--- src/rtl/gf180mcu_osu_sc_bist_pkg.sv ---
// Definitions shared by the standard-cell BIST sequencers: FSM states,
// the vector-to-pin mapping and the golden cell functions.
package gf180mcu_osu_sc_bist_pkg;

    typedef enum logic [2:0] {
        ST_IDLE   = 3'd0,
        ST_APPLY  = 3'd1,
        ST_SETTLE = 3'd2,
        ST_SAMPLE = 3'd3,
        ST_DONE   = 3'd4
    } bist_state_t;

    localparam int VEC_W = 3;

    // Bit positions of each cell pin inside the 3-bit vector index.
    localparam int IDX_A0 = 2;
    localparam int IDX_A1 = 1;
    localparam int IDX_B  = 0;

    localparam logic [VEC_W-1:0] FIRST_IDX = 3'd0;
    localparam logic [VEC_W-1:0] LAST_IDX  = 3'd7;

    function automatic logic oai21_golden(input logic [VEC_W-1:0] vec);
        return ~((vec[IDX_A0] | vec[IDX_A1]) & vec[IDX_B]);
    endfunction

    function automatic logic aoi21_golden(input logic [VEC_W-1:0] vec);
        return ~((vec[IDX_A0] & vec[IDX_A1]) | vec[IDX_B]);
    endfunction

endpackage

--- src/rtl/gf180mcu_osu_sc_gp9t3v3__bist_vecgen.sv ---
// Vector sequencing counters for the cell BIST: vector index, sweep counter,
// settle down-counter and the flag marking the final vector of the final sweep.
module gf180mcu_osu_sc_gp9t3v3__bist_vecgen
    import gf180mcu_osu_sc_bist_pkg::*;
#(
    parameter int SETTLE_CYCLES = 2,
    parameter int PASSES        = 1
) (
    input  logic             CLK,
    input  logic             RN,
    input  logic             restart,
    input  logic             settle_load,
    input  logic             settle_step,
    input  logic             advance,
    output logic [VEC_W-1:0] idx,
    output logic             settle_done,
    output logic             last_vec
);

    // The counter is loaded with one less than the settle length because the
    // cycle in which it reaches zero is itself the final settle cycle.
    localparam logic [3:0] SETTLE_INIT = (SETTLE_CYCLES > 0) ? 4'(SETTLE_CYCLES - 1) : 4'd0;
    localparam logic [3:0] LAST_PASS   = 4'(PASSES - 1);

    logic [3:0] pcnt;
    logic [3:0] settle_cnt;

    always_ff @(posedge CLK or negedge RN) begin
        if (!RN) begin
            idx  <= FIRST_IDX;
            pcnt <= 4'd0;
        end else if (restart) begin
            idx  <= FIRST_IDX;
            pcnt <= 4'd0;
        end else if (advance) begin
            if (idx == LAST_IDX) begin
                idx  <= FIRST_IDX;
                pcnt <= pcnt + 4'd1;
            end else begin
                idx <= idx + 3'd1;
            end
        end
    end

    always_ff @(posedge CLK or negedge RN) begin
        if (!RN) begin
            settle_cnt <= 4'd0;
        end else if (settle_load) begin
            settle_cnt <= SETTLE_INIT;
        end else if (settle_step && (settle_cnt != 4'd0)) begin
            settle_cnt <= settle_cnt - 4'd1;
        end
    end

    assign settle_done = (settle_cnt == 4'd0);
    assign last_vec    = (idx == LAST_IDX) && (pcnt == LAST_PASS);

endmodule

--- src/rtl/gf180mcu_osu_sc_gp9t3v3__oai21_bist.sv ---
// Built-in self-test sequencer for one OAI21 cell: sweeps all input vectors,
// compares the sampled output to the golden function and records the verdict.
module gf180mcu_osu_sc_gp9t3v3__oai21_bist
    import gf180mcu_osu_sc_bist_pkg::*;
#(
    parameter int SETTLE_CYCLES = 2,
    parameter int PASSES        = 1,
    parameter int CNT_W         = 4
) (
    input  logic             CLK,
    input  logic             RN,
    input  logic             START,
    input  logic             Y_OBS,
    output logic             A0,
    output logic             A1,
    output logic             B,
    output logic             BUSY,
    output logic             DONE,
    output logic             PASS,
    output logic [CNT_W-1:0] ERR_CNT,
    output logic [2:0]       FAIL_VEC,
    output logic             FAIL_SEEN
);

    localparam logic [CNT_W-1:0] ERR_MAX = '1;

    bist_state_t      state;
    logic [VEC_W-1:0] idx;
    logic             settle_done;
    logic             last_vec;
    logic             start_ok;
    logic             mismatch;
    logic [CNT_W-1:0] err_next;

    assign start_ok = START && ((state == ST_IDLE) || (state == ST_DONE));
    assign mismatch = (state == ST_SAMPLE) && (Y_OBS != oai21_golden(idx));
    assign err_next = (mismatch && (ERR_CNT != ERR_MAX)) ? ERR_CNT + 1'b1 : ERR_CNT;

    gf180mcu_osu_sc_gp9t3v3__bist_vecgen #(
        .SETTLE_CYCLES (SETTLE_CYCLES),
        .PASSES        (PASSES)
    ) u_vecgen (
        .CLK         (CLK),
        .RN          (RN),
        .restart     (start_ok),
        .settle_load (state == ST_APPLY),
        .settle_step (state == ST_SETTLE),
        .advance     ((state == ST_SAMPLE) && !last_vec),
        .idx         (idx),
        .settle_done (settle_done),
        .last_vec    (last_vec)
    );

    // The vector index is itself a register, so the cell pins come straight
    // off its flops and change on the same edge as the state.
    assign A0 = idx[IDX_A0];
    assign A1 = idx[IDX_A1];
    assign B  = idx[IDX_B];

    always_ff @(posedge CLK or negedge RN) begin
        if (!RN) begin
            state     <= ST_IDLE;
            BUSY      <= 1'b0;
            DONE      <= 1'b0;
            PASS      <= 1'b0;
            ERR_CNT   <= '0;
            FAIL_VEC  <= 3'd0;
            FAIL_SEEN <= 1'b0;
        end else begin
            case (state)
                ST_IDLE, ST_DONE: begin
                    if (START) begin
                        state     <= ST_APPLY;
                        BUSY      <= 1'b1;
                        DONE      <= 1'b0;
                        PASS      <= 1'b0;
                        ERR_CNT   <= '0;
                        FAIL_VEC  <= 3'd0;
                        FAIL_SEEN <= 1'b0;
                    end
                end
                ST_APPLY: begin
                    state <= (SETTLE_CYCLES > 0) ? ST_SETTLE : ST_SAMPLE;
                end
                ST_SETTLE: begin
                    if (settle_done) begin
                        state <= ST_SAMPLE;
                    end
                end
                ST_SAMPLE: begin
                    ERR_CNT <= err_next;
                    if (mismatch && !FAIL_SEEN) begin
                        FAIL_VEC  <= idx;
                        FAIL_SEEN <= 1'b1;
                    end
                    if (last_vec) begin
                        state <= ST_DONE;
                        BUSY  <= 1'b0;
                        DONE  <= 1'b1;
                        PASS  <= (err_next == '0);
                    end else begin
                        state <= ST_APPLY;
                    end
                end
                default: begin
                    state <= ST_IDLE;
                    BUSY  <= 1'b0;
                    DONE  <= 1'b0;
                end
            endcase
        end
    end

endmodule

--- config.mk ---
export PLATFORM = sky130hd
export DESIGN_NAME = gf180mcu_osu_sc_gp9t3v3__oai21_bist
export DESIGN_NICKNAME = d
export VERILOG_FILES = /design/src/rtl/gf180mcu_osu_sc_bist_pkg.sv /design/src/rtl/gf180mcu_osu_sc_gp9t3v3__bist_vecgen.sv /design/src/rtl/gf180mcu_osu_sc_gp9t3v3__oai21_bist.sv
export SDC_FILE = /design/constraint.sdc
export NUM_CORES = 1
export LEC_CHECK = 0
export BUFFER_PORTS_ARGS = -buffer_cell sky130_fd_sc_hd__buf_2
export CAP_MARGIN = 20
export CORE_MARGIN = 5
export CORE_UTILIZATION = 59
export DETAILED_ROUTE_END_ITERATION = 8
export PLACE_DENSITY_LB_ADDON = 0.1
export SYNTH_ARGS = -nofsm -noshare
export SYNTH_HDL_FRONTEND = slang
export SYNTH_HIERARCHICAL = 1
export SYNTH_SLANG_ARGS = --single-unit
--- constraint.sdc ---
create_clock -name CLK -period 3.6 [get_ports CLK]
set_clock_uncertainty 0.2 [all_clocks]
set_input_delay 0 -clock CLK [delete_from_list [all_inputs] [get_ports CLK]]
set_output_delay 0 -clock CLK [all_outputs]
set_load 0.05 [all_outputs]
Yosys cells after proc, flatten, opt, wreduce, memory -nomap -nowiden
Index checks and enable logic that the tools add are counted.
{"block": "totals", "reg_bits": 25, "latchBits": 0, "mem_bits_rw": 0, "romBits": 0, "out_inout_bits": 14, "elab_cells": 84, "n_memories": 0}
{"block": "classes", "addsub": 4, "n_mul": 0, "n_div": 0, "magnitude_cmp": 0, "eq_ne": 11, "shift": 0, "n_mux": 28, "bitwise_logic": 4, "n_reduce_logical": 27}
{"op": "two-way mux 4 bit", "count": 7}
{"op": "two-way mux 3 bit", "count": 8}
{"op": "logical NOT 4 bit", "count": 3}
{"op": "one-hot mux 3 bit (4 select lines)", "count": 1}
{"op": "AND reduction 3 bit", "count": 3}
{"op": "adder 4 x 1 -> 4 bit, second input constant", "count": 2}
{"op": "one-hot mux 4 bit (2 select lines)", "count": 1}
{"op": "nonzero test 2 bit", "count": 4}
{"op": "logical AND 1 bit", "count": 7}
{"op": "== test 3 x 2 -> 1 bit, second input constant", "count": 2}
{"op": "== test 3 bit, second input constant", "count": 2}
{"op": "two-way mux 1 bit", "count": 6}
{"op": "!= test 2 bit, second input constant", "count": 3}
{"op": "one-hot mux 1 bit (3 select lines)", "count": 2}
{"op": "one-hot mux 3 bit (2 select lines)", "count": 1}
{"op": "AND reduction 2 bit", "count": 3}
{"op": "!= test 4 bit, second input constant", "count": 1}
{"op": "one-hot mux 1 bit (2 select lines)", "count": 2}
{"op": "nonzero test 4 bit", "count": 1}
{"op": "OR reduction 2 bit", "count": 2}
{"op": "subtractor 4 x 1 -> 4 bit, second input constant", "count": 1}
{"op": "adder 3 x 1 -> 3 bit, second input constant", "count": 1}
{"op": "== test 3 x 1 -> 1 bit, second input constant", "count": 1}
{"op": "logical NOT 3 bit", "count": 1}
{"op": "7 further kinds", "count": 9}

Longest topological paths before layout
Gate-level depths: netlist of the first run.
{"block": "logic_depth", "word_depth": 10, "mapped_depth": 8, "mapped_depth_nobuf": 7}

Modules after synthesis
The synthesis of the first run kept the hierarchy.
{"mod": "gf180mcu_osu_sc_gp9t3v3__oai21_bist", "instances": 1, "cells_per_inst": 83, "area_each_um2": 759.5, "seq_area_each_um2": 350.3}
{"mod": "gf180mcu_osu_sc_gp9t3v3__bist_vecgen", "instances": 1, "cells_per_inst": 60, "area_each_um2": 608.1, "seq_area_each_um2": 275.3}

Least setup slack after synthesis of the first run
Ideal clock, no wire load.
{"block": "synth_path", "path_kind": "register to register", "from": "register u_vecgen.idx[0]", "to": "register PASS", "setup_ns": 0.092, "arrival_ns": 2.394, "required_ns": 3.308, "setup_slack_ns": 0.914, "path_stages_with_launch": 8, "path_buffers": 0, "cell_sequence": "dfrtp_1 -> ha_1 -> ha_1 -> nor4bb_1 -> nand2_2 -> a211oi_1 -> a31oi_1 -> o31ai_2"}
{"block": "synth_via", "word_cells_on_any_way": 13}
{"element": "from (decl)", "line_no": "gf180mcu_osu_sc_gp9t3v3__bist_vecgen.sv:15", "text": "output logic [VEC_W-1:0] idx,"}
{"element": "from (signal assigned)", "line_no": "gf180mcu_osu_sc_gp9t3v3__bist_vecgen.sv:40", "text": "idx <= idx + 3'd1;"}
{"element": "== test 3 bit", "line_no": "gf180mcu_osu_sc_gp9t3v3__bist_vecgen.sv:56", "text": "assign last_vec = (idx == LAST_IDX) && (pcnt == LAST_PASS);"}
{"element": "logical AND 1 bit", "line_no": "gf180mcu_osu_sc_gp9t3v3__bist_vecgen.sv:56"}
{"element": "net last_vec", "line_no": "gf180mcu_osu_sc_gp9t3v3__oai21_bist.sv:30", "text": "logic last_vec;"}
{"element": "!= test 2 bit (no line)"}
{"element": "AND reduction 3 bit (no line)"}
{"element": "to (signal assigned)", "line_no": "gf180mcu_osu_sc_gp9t3v3__oai21_bist.sv:100", "text": "PASS <= (err_next == '0);"}
{"element": "to (decl)", "line_no": "gf180mcu_osu_sc_gp9t3v3__oai21_bist.sv:19", "text": "output logic PASS,"}
The timed path passes the listed nets, and every way through them passes these cells. The select of a mux whose other input is x is not followed.
A chain may end at the register's enable or synchronous reset.

Worst setup path in the final report of the first run
Same ends and word-level chain as after synthesis.

==> impl_metrics.toml, run 1 <==
[die]
die_h_um = 58.15
dieWidth_um = 58.15
die_area_sq_mm = 0.003381
placeableCoreArea_sq_mm = 0.002212
rows = 17
initial_core_util_pct = 61.82
io_pins = 18

[worst_setup_path]
worstSetupPathType = "register to register"
cp_max_fo = 6
arrival_ps = 2690
rrSetupSlack_ps = 950
cp-start-kind = "register"
worstPathRequired_ps = 3640
cp-end-kind = "register"
rr_startpoint = "u_vecgen/idx[0]"
reg2reg_to = "PASS"
rr_worst_depth = 7

[place]
portBuffers = 17
hpwl_mm = 1.892
gp_congestion = 0.7287
place_inst = 183
pre_cts_ws_ps = 946.3

[clock_tree]
insertion_delay_ps = 310
postCtsSetupBuffers = 0
cts_buffers = 3
cts_resized = 0
clk_pin_slew_worst_paths_ps = 150
cts_tree = "yes"
hold_buffers = 5
clock_sinks = 25
cts.path.max_buffers = 2
cts_root_buffer = "clkbuf_4"
h-tree-depth = 1

[global_route]
grt_first_pass_wirelength_mm = 4.636
grt_max_degree = 16
grtUsageTotal_pct = 17.39
grt_antenna_before_repair = 0
grt_pass1_vias = 1033
overflow = 0

[logic_synthesis]
netlist_instances = 143
syn_area_per_cell_sq_um = 9.563
ys_warn_count = 6
syn_nets = 154
ys_seq_area_share_pct = 45.75
syn_area_sq_mm = 0.001368
synth_cell_types = 37
ys_ff_latch = 25

[routing]
routed_via_density = 5.516
first_pass_iters = 4
vias = 1059
routed_wl_mm = 2.460
ant_nets = 0
drt_iter0_markers = 19
wl_per_cell_um = 12.81
drc = 0

[power_and_ir_drop]
p_per_area_mw_per_mm2 = 664.8
max-vdd-ir-drop_mv = 0.4142
p_leak_uw = 0.0007619

[timing]
relSlewSlack_pct = 46.96
hold_viol_final = 0
worst_slack_ps = 948.9
rsz0062_at_grt = "no"
tightestPinTransition_ps = 784.8
setup_viol = 0
period_minus_slack_ps = 2651
holdWs_ps = 303.1
fmax_mhz = 377.2
finalCritPeriodShare_pct = 73.64
tns_ps = 0
drv_slew = 0

[cells_and_area]
nFillCells = 196
postLayoutCoreUtil_pct = 69.17
drive_above_1_share_pct = 18.29
nets = 176
fin_cells = 192
antenna_cells = 0
syn_to_final_growth_pct = 11.89

[hold_path]
whs_path_depth = 5
hold_path_class = "input port to register"
min_to = "state[2]"
hold_start = "START"

[flow_run]
drv_cap = 0

[run_status]
status = "completed"
[synthesized netlist by cell type]
master,number,share of area [%]
dfrtp_1,25,46
nor2_1,18,4.9
nand2_1,16,4.4
nand3_1,16,5.9
ha_1,7,6.4
a21oi_1,6,2.2
inv_1,6,1.6
mux2i_1,6,4.4
o21ai_0,6,2.2
buf_4,3,1.6
nand2b_1,3,1.4
nand2_2,2,0.91
nand3b_1,2,1.1
or3_1,2,0.91
xnor2_1,2,1.3
xor2_1,2,1.3
a211oi_1,1,0.55
a21o_1,1,0.55
a22oi_1,1,0.55
a2bb2oi_1,1,0.64
a31oi_1,1,0.46
a31oi_4,1,1.6
and3_1,1,0.46
and3b_1,1,0.64
buf_6,1,0.82
clkbuf_1,1,0.27
mux2_2,1,0.82
nand3_2,1,0.73
nor2b_1,1,0.46
nor3_1,1,0.37
nor3b_1,1,0.55
nor3b_2,1,0.91
nor4b_1,1,0.64
nor4bb_1,1,0.73
o21ai_2,1,0.64
o31ai_2,1,0.91
or2_2,1,0.46
[cell families (layout without fill, tap and decap cells)]
family	count (synthesis)	after routing	synth area share, %
fa+ha+maj	7	7	6.404
xor+xnor	4	4	2.562
flops	25	25	45.75
buf+inv	11	32	4.391
simple gates	69	69	25.44
mux	7	7	5.215
compound gates	20	20	10.25
[metal layers]
metal  vias to the layer above  GRT usage [%]  share of wire [%]
met5                         -              0                  0
met4                         0          5.298               0.81
met3                         2          2.450                3.0
met2                        16          28.87                 49
met1                       502          23.49                 47
li1                        539              -                  -
[through the flow]
stage	instance area, sq um	total power (uW)
after floorplan	1368	810.3
after global placement	1450	876.2
after detailed placement	1450	897.2
after CTS	1530	1029
after global routing	1530	1104
final	1530	1017
[sequential cells by signal, summed over array words and instances, names as in the netlist]
signal,flops
FAIL_VEC,3
u_vecgen/settle_cnt,4
FAIL_SEEN,1
PASS,1
state,3
u_vecgen/idx,3
BUSY,1
u_vecgen/pcnt,4
DONE,1
ERR_CNT,4
[placed cells by master, fill, tap and decap left out, types with 2 or more instances in the layout]
cell	count
clkbuf_4	3
nand3_1	16
dlygate4sd3_1	5
nand2b_1	3
nand2_1	16
nand2_2	2
a21oi_1	6
ha_1	7
nor2_1	18
dfrtp_1	25
xnor2_1	2
mux2i_1	6
xor2_1	2
o21ai_0	6
inv_1	6
nand3b_1	2
buf_2	17
or3_1	2
[worst max-delay path by stage]
stage / cells after the start / start / to
after global placement: 7 / u_vecgen/idx[0] / PASS
after detailed placement: 7 / u_vecgen/idx[0] / PASS
final: 7 / u_vecgen/idx[0] / PASS
after CTS: 7 / u_vecgen/idx[0] / PASS
after global routing: 7 / u_vecgen/idx[0] / PASS
after floorplan: 7 / u_vecgen/idx[0] / PASS
[report_power, final]
part / internal [uW] / switching, uW / total (uW)
Clock: 42.3 / 85.0 / 127
Sequential: 344 / 81.1 / 425
Combinational: 152 / 313 / 465
[final cells by class]
cell class / count / area [sq um] / area share (%)
flip-flops and latches: 25 / 625.6 / 40.88
multi-input cells: 107 / 681.9 / 44.56
inverters: 6 / 22.52 / 1.472
clock inverters: 1 / 7.507 / 0.4906
repair buffers: 22 / 135.1 / 8.831
clock buffers: 3 / 22.52 / 1.472
well taps: 28 / 35.03 / 2.289
[worst max-delay path: stages, from the launching register on]
cell and delay (ps):
dfrtp_1 470, ha_1 180, ha_1 240, nor4bb_1 730, nand2_2 150, a211oi_1 260, a31oi_1 80, o31ai_2 270
(Power assumes the default switching activity.)
==> run 2, diff against run 1 <==
--- a/config.mk
+++ b/config.mk
@@ -5,10 +5,11 @@
 export SDC_FILE = /design/constraint.sdc
 export NUM_CORES = 1
 export LEC_CHECK = 0
+export ABC_AREA = 1
 export BUFFER_PORTS_ARGS = -buffer_cell sky130_fd_sc_hd__buf_2
 export CAP_MARGIN = 20
 export CORE_MARGIN = 5
-export CORE_UTILIZATION = 59
+export CORE_UTILIZATION = 51
 export DETAILED_ROUTE_END_ITERATION = 8
 export PLACE_DENSITY_LB_ADDON = 0.1
 export SYNTH_ARGS = -nofsm -noshare
==> constraint.sdc (replaced) <==
create_clock -name CLK -period 2.4 [get_ports CLK]
set_clock_uncertainty 0.2 [all_clocks]
set_input_delay 0 -clock CLK [delete_from_list [all_inputs] [get_ports CLK]]
set_output_delay 0 -clock CLK [all_outputs]
set_load 0.05 [all_outputs]
==> impl_metrics.toml, run 2 <==
[run_status]
status = "completed"

[timing]
drv_slew = 0
hold_viol_final = 0
tns_ps = 0
tightestPinTransition_ps = 464.6
finalCritPeriodShare_pct = 87.24
period_minus_slack_ps = 2094
setup_viol = 0
relSlewSlack_pct = 68.93
fmax_mhz = 477.6
rsz0062_at_grt = "no"

[cells_and_area]
nFillCells = 224
top_regs = "ERR_CNT x4, u_vecgen/pcnt x4, u_vecgen/settle_cnt x4"
antenna_cells = 0
layout_commonest_cell = "nand2_1"
mostFrequentLayoutCells = "nand2_1 (41), inv_1 (26), dfrtp_1 (25)"
syn_to_final_growth_pct = 16.09
nets = 214
drive_above_1_share_pct = 16.34
finalInstanceArea_sq_mm = 0.001598

[routing]
first_pass_iters = 4
drt_iter0_markers = 65
drc = 0
ant_nets = 0
routed_wl_mm = 2.778
routed_via_density = 5.233
wl_per_cell_um = 11.97
vias = 1214

[logic_synthesis]
ys_seq_area_share_pct = 45.45
netlist_instances = 176
synth_xor_area_share_pct = 1.909
synth_top_cell_area_share_pct = 45.45
yosys.area.top_type = "dfrtp_1"
synth_cell_types = 21
yosys_most_used_dff = "dfrtp_1"
ys_warn_count = 6
postSynth.asyncResetShare_pct = 100.0
synth.area.top_cells = "dfrtp_1 (45%), nand2_1 (11%), nand3_1 (8.4%), inv_1 (7.1%), ha_1 (6.4%)"
syn_nets = 187
ys_ff_latch = 25
synthAdderAreaFrac_pct = 6.364
synth_edf_count = 0
synth_compound_area_share_pct = 7.455
synth_commonest_cells = "nand2_1 (41), inv_1 (26), dfrtp_1 (25), nand3_1 (23), nor2_1 (16)"
synth_most_common_cell = "nand2_1"
syn_area_per_cell_sq_um = 7.820
synth.mux.area_fraction_pct = 0
synth_top_family_by_area = "simple AND/OR/NAND/NOR gates"
yosys.area_share.simple_pct = 30.91
syn_area_sq_mm = 0.001376

[global_route]
grtUsageTotal_pct = 16.89
grt_max_degree = 24
overflow = 0
grt_antenna_before_repair = 0
grt_pass1_vias = 1124
grt_first_pass_wirelength_mm = 4.823

[die]
rows = 18
dieWidth_um = 61.95
die_area_sq_mm = 0.003838
io_pins = 18
initial_core_util_pct = 54.56
placeableCoreArea_sq_mm = 0.002522
die_h_um = 61.95

[power_and_ir_drop]
p_leak_uw = 0.0008838
max-vdd-ir-drop_mv = 0.9409
p_per_area_mw_per_mm2 = 1213

[clock_tree]
cts_resized = 0
cts_buffers = 3
insertion_delay_ps = 330
h-tree-depth = 1
clk_pin_slew_worst_paths_ps = 150
clock_sinks = 25
cts.path.max_buffers = 2
cts_tree = "yes"
cts_root_buffer = "clkbuf_4"

[worst_setup_path]
worstSetupPathType = "register to register"
arrival_ps = 2130
cp-start-kind = "register"
cp_max_fo = 8
cp-end-kind = "register"
rrSetupSlack_ps = 310
worstPathRequired_ps = 2440

[hold_path]
hold_path_class = "input port to register"

[place]
hpwl_mm = 2.058
portBuffers = 17
gp_congestion = 0.8244
post_dp_cell_area_sq_mm = 0.001499

[flow_run]
drv_cap = 0
-- run 2: cell types whose count changed after synthesis, sizes merged, moves of 4 or more --
cell	previous run	this run
mux2i	6	0
o21ai	7	12
buf	4	0
nand2	18	44
nand3	17	23
inv	6	29
-- run 2: cell families after synthesis --
| group | count (synthesis) |
|---|---|
| simple gates | 93 |
| buf+inv | 29 |
| flops | 25 |
| compound gates | 19 |
| fa+ha+maj | 7 |
| xor+xnor | 3 |
-- run 2: path summary, 6_finish.rpt --
| path | start | endpoint | depth (start not counted) |
|---|---|---|---|
| setup / recovery | u_vecgen/idx[0] | u_vecgen/pcnt[2] | 9 |
| hold / removal | Y_OBS | ERR_CNT[2] | 7 |
| setup reg to reg | u_vecgen/idx[0] | u_vecgen/pcnt[2] | 9 |
| hold reg to reg | PASS | PASS | 2 |
| max in group asynchronous | RN | FAIL_SEEN | 4 |
| min in group asynchronous | RN | state[1] | 3 |
-- run 2: power breakdown --
| part | leakage, uW | internal (uW) | switching (uW) | total [uW] |
|---|---|---|---|---|
| Combinational | 0.000536 | 301 | 743 | 1040 |
| Clock | 0.0000183 | 67.9 | 137 | 205 |
| Sequential | 0.000329 | 563 | 124 | 687 |
-- run 2: what timing repair did --
| item | CTS | global route |
|---|---|---|
| hold endpoints to repair | 34 | 0 |
| hold buffers | 4 | 0 |
| buffers inserted | 0 | 0 |
-- run 2: layer usage --
metal  up-vias  global-route usage (%)  wire length [um]  share of wire, %
met1       576                   22.12              1396                50
met2        21                   27.81              1269                46
met4         0                   3.333                13              0.47
met3         2                   4.959                98               3.5
li1        615                       -                 -                 -
met5         -                       0                 0                 0
-- run 2: cell type report --
type	count	area, sq um	share of cell area, %
inverters	29	108.9	6.813
well taps	30	37.54	2.349
repair buffers	22	152.6	9.554
clock buffers	3	22.52	1.410
multi-input cells	122	641.9	40.17
clock inverters	1	8.758	0.5482
flip-flops and latches	25	625.6	39.15
-- run 2: stage by stage --
stage	hold WS, ps	setup WS (ps)	power [uW]	instances	util (%)
after floorplan	-495.6	160.0	1494	176	-
after global placement	-176.6	427.5	1700	223	59.42
after detailed placement	-173.8	320.9	1724	223	59.42
after CTS	1.621	302.5	1939	231	62.25
after global routing	23.66	99.83	2122	232	63.34
final	8.157	306.3	1937	232	63.34
-- run 2: worst max-delay path, cell delays in order (launching register included) --
cell,delay (ps)
dfrtp_1,500
ha_1,190
ha_1,220
nand2_1,70
nor3_1,230
nor2_2,140
a21oi_2,190
inv_2,80
a21oi_1,120
nor2_1,60
==> run 3, diff against run 2 <==
--- a/config.mk
+++ b/config.mk
@@ -8,7 +8,7 @@
 export ABC_AREA = 1
 export BUFFER_PORTS_ARGS = -buffer_cell sky130_fd_sc_hd__buf_2
 export CAP_MARGIN = 20
-export CORE_MARGIN = 5
+export CORE_MARGIN = 10
 export CORE_UTILIZATION = 51
 export DETAILED_ROUTE_END_ITERATION = 8
 export PLACE_DENSITY_LB_ADDON = 0.1
==> impl_metrics.toml, run 3 (same netlist as run 2, synthesis figures left out) <==
[routing]
drt_iter0_markers = 100
routed_wl_mm = 2.817
first_pass_iters = 6
drc = 0
wl_per_cell_um = 12.30
vias = 1189
ant_nets = 0
routed_via_density = 5.192

[timing]
finalCritPeriodShare_pct = 89.40
fmax_mhz = 466.1
period_minus_slack_ps = 2146
tightestPinTransition_ps = 561.3
hold_viol_final = 25
relSlewSlack_pct = 62.58
rsz0062_at_grt = "no"
drv_slew = 0
tns_ps = 0
holdWs_ps = -17.85
setup_viol = 0

[die]
die_area_sq_mm = 0.005177
dieWidth_um = 71.95
rows = 18
initial_core_util_pct = 54.56
die_h_um = 71.95
io_pins = 18
placeableCoreArea_sq_mm = 0.002522

[cells_and_area]
postLayoutCoreUtil_pct = 61.26
syn_to_final_growth_pct = 12.27
drive_above_1_share_pct = 15.58
nets = 211
nFillCells = 228
top_regs = "ERR_CNT x4, u_vecgen/pcnt x4, u_vecgen/settle_cnt x4"
antenna_cells = 0
mostFrequentLayoutCells = "nand2_1 (41), inv_1 (26), dfrtp_1 (25)"
layout_commonest_cell = "nand2_1"

[place]
portBuffers = 17
hpwl_mm = 2.158
gp_congestion = 0.8150

[global_route]
overflow = 0
grt_antenna_before_repair = 0
grt_max_degree = 26
grt_pass1_vias = 1100
grtUsageTotal_pct = 10.54
grt_first_pass_wirelength_mm = 4.602

[clock_tree]
postCtsSetupBuffers = 0
insertion_delay_ps = 320
h-tree-depth = 1
cts.path.max_buffers = 2
cts_buffers = 3
cts_root_buffer = "clkbuf_4"
clock_sinks = 25
cts_tree = "yes"
clk_pin_slew_worst_paths_ps = 140

[worst_setup_path]
worstSetupPathType = "register to register"
max_stage_delay_ps = 510
critPathBufInv = 1
crit_path_top_delay_cell = "dfrtp_1"
crit_chain = "ha_1 -> ha_1 -> nand2_1 -> nor3_1 -> nor2_2 -> a21oi_2 -> inv_2 -> a21oi_1 -> nor2_1"
arrival_ps = 2170
cp-start-kind = "register"
cp_max_fo = 8
worstPathRequired_ps = 2430
cp_common_cell = "ha_1"
cp_top_family = "simple AND/OR/NAND/NOR gates"
cp-end-kind = "register"

[power_and_ir_drop]
power.total_uw = 1906
p_leak_uw = 0.0008594
switching_share_pct = 51.53
power_frac_seq_pct = 35.9
comb_power_share_pct = 54.0
power_frac_clock_pct = 10.1
max-vdd-ir-drop_mv = 0.8309
p_int_uw = 923.6
p_per_area_mw_per_mm2 = 1233
p_sw_uw = 982.1

[flow_run]
drv_cap = 0

[hold_path]
hold_path_class = "input port to async pin"

[run_status]
violations = "hold timing"
status = "complete, but fails checks"
## run 3: power groups by stage
| stage | clock network (uW) | logic [uW] | registers (uW) |
|---|---|---|---|
| finish | 193 | 1030 | 684 |
| global route | 210 | 1150 | 706 |
| CTS | 200 | 1040 | 686 |
| detailed placement | 0 | 1030 | 695 |
| global placement | 0 | 1020 | 689 |
| floorplan | 0 | 591 | 903 |
## run 3: final cells by class
cell class	instances	area, sq um	area share (%)
Inverter	29	108.9	7.045
Sequential cell	25	625.6	40.49
Timing Repair Buffer	19	105.1	6.802
Tap cell	30	37.54	2.429
Clock buffer	4	26.28	1.700
Multi-Input combinational cell	122	641.9	41.54
## run 3: what timing repair did
item / in CTS / in global routing
setup endpoints to repair: 0 / 0
hold endpoints to repair: 32 / 0
hold buffers: 2 / 0
gates resized for setup: 0 / 0
## run 3: final timing paths
kind                                      start                     end  slack (ps)  cells after the start
min in group CLK                          Y_OBS              ERR_CNT[2]          40                      7
worst min-delay path                         RN  u_vecgen/settle_cnt[3]         -20                      2
worst min register to register             PASS                    PASS         290                      2
worst max-delay path            u_vecgen/idx[0]        u_vecgen/pcnt[2]         250                      9
max in group asynchronous                    RN              ERR_CNT[1]        1650                      2
worst max register to register  u_vecgen/idx[0]        u_vecgen/pcnt[2]         250                      9
## run 3: worst register-to-register path: stages, from the launching register on
cell and delay (ps):
dfrtp_1 510, ha_1 200, ha_1 220, nand2_1 80, nor3_1 260, nor2_2 140
a21oi_2 190, inv_2 80, a21oi_1 120, nor2_1 60
## run 3: routing by layer
layer	global-route usage (%)	up-vias	part of all wire [%]
met2	18.24	31	47
li1	-	610	-
met3	2.585	2	5.0
met5	0	-	0
met1	12.59	546	48
met4	3.011	0	0.32
## run 3: metrics by stage
step	cells	area, sq um	setup WS [ps]
6_report	229	1545	254.4
5_1_grt	229	1545	48.48
4_1_cts	229	1545	269.5
3_5_place_dp	223	1499	288.2
3_3_place_gp	223	1499	426.9
2_1_floorplan	176	1376	160.0
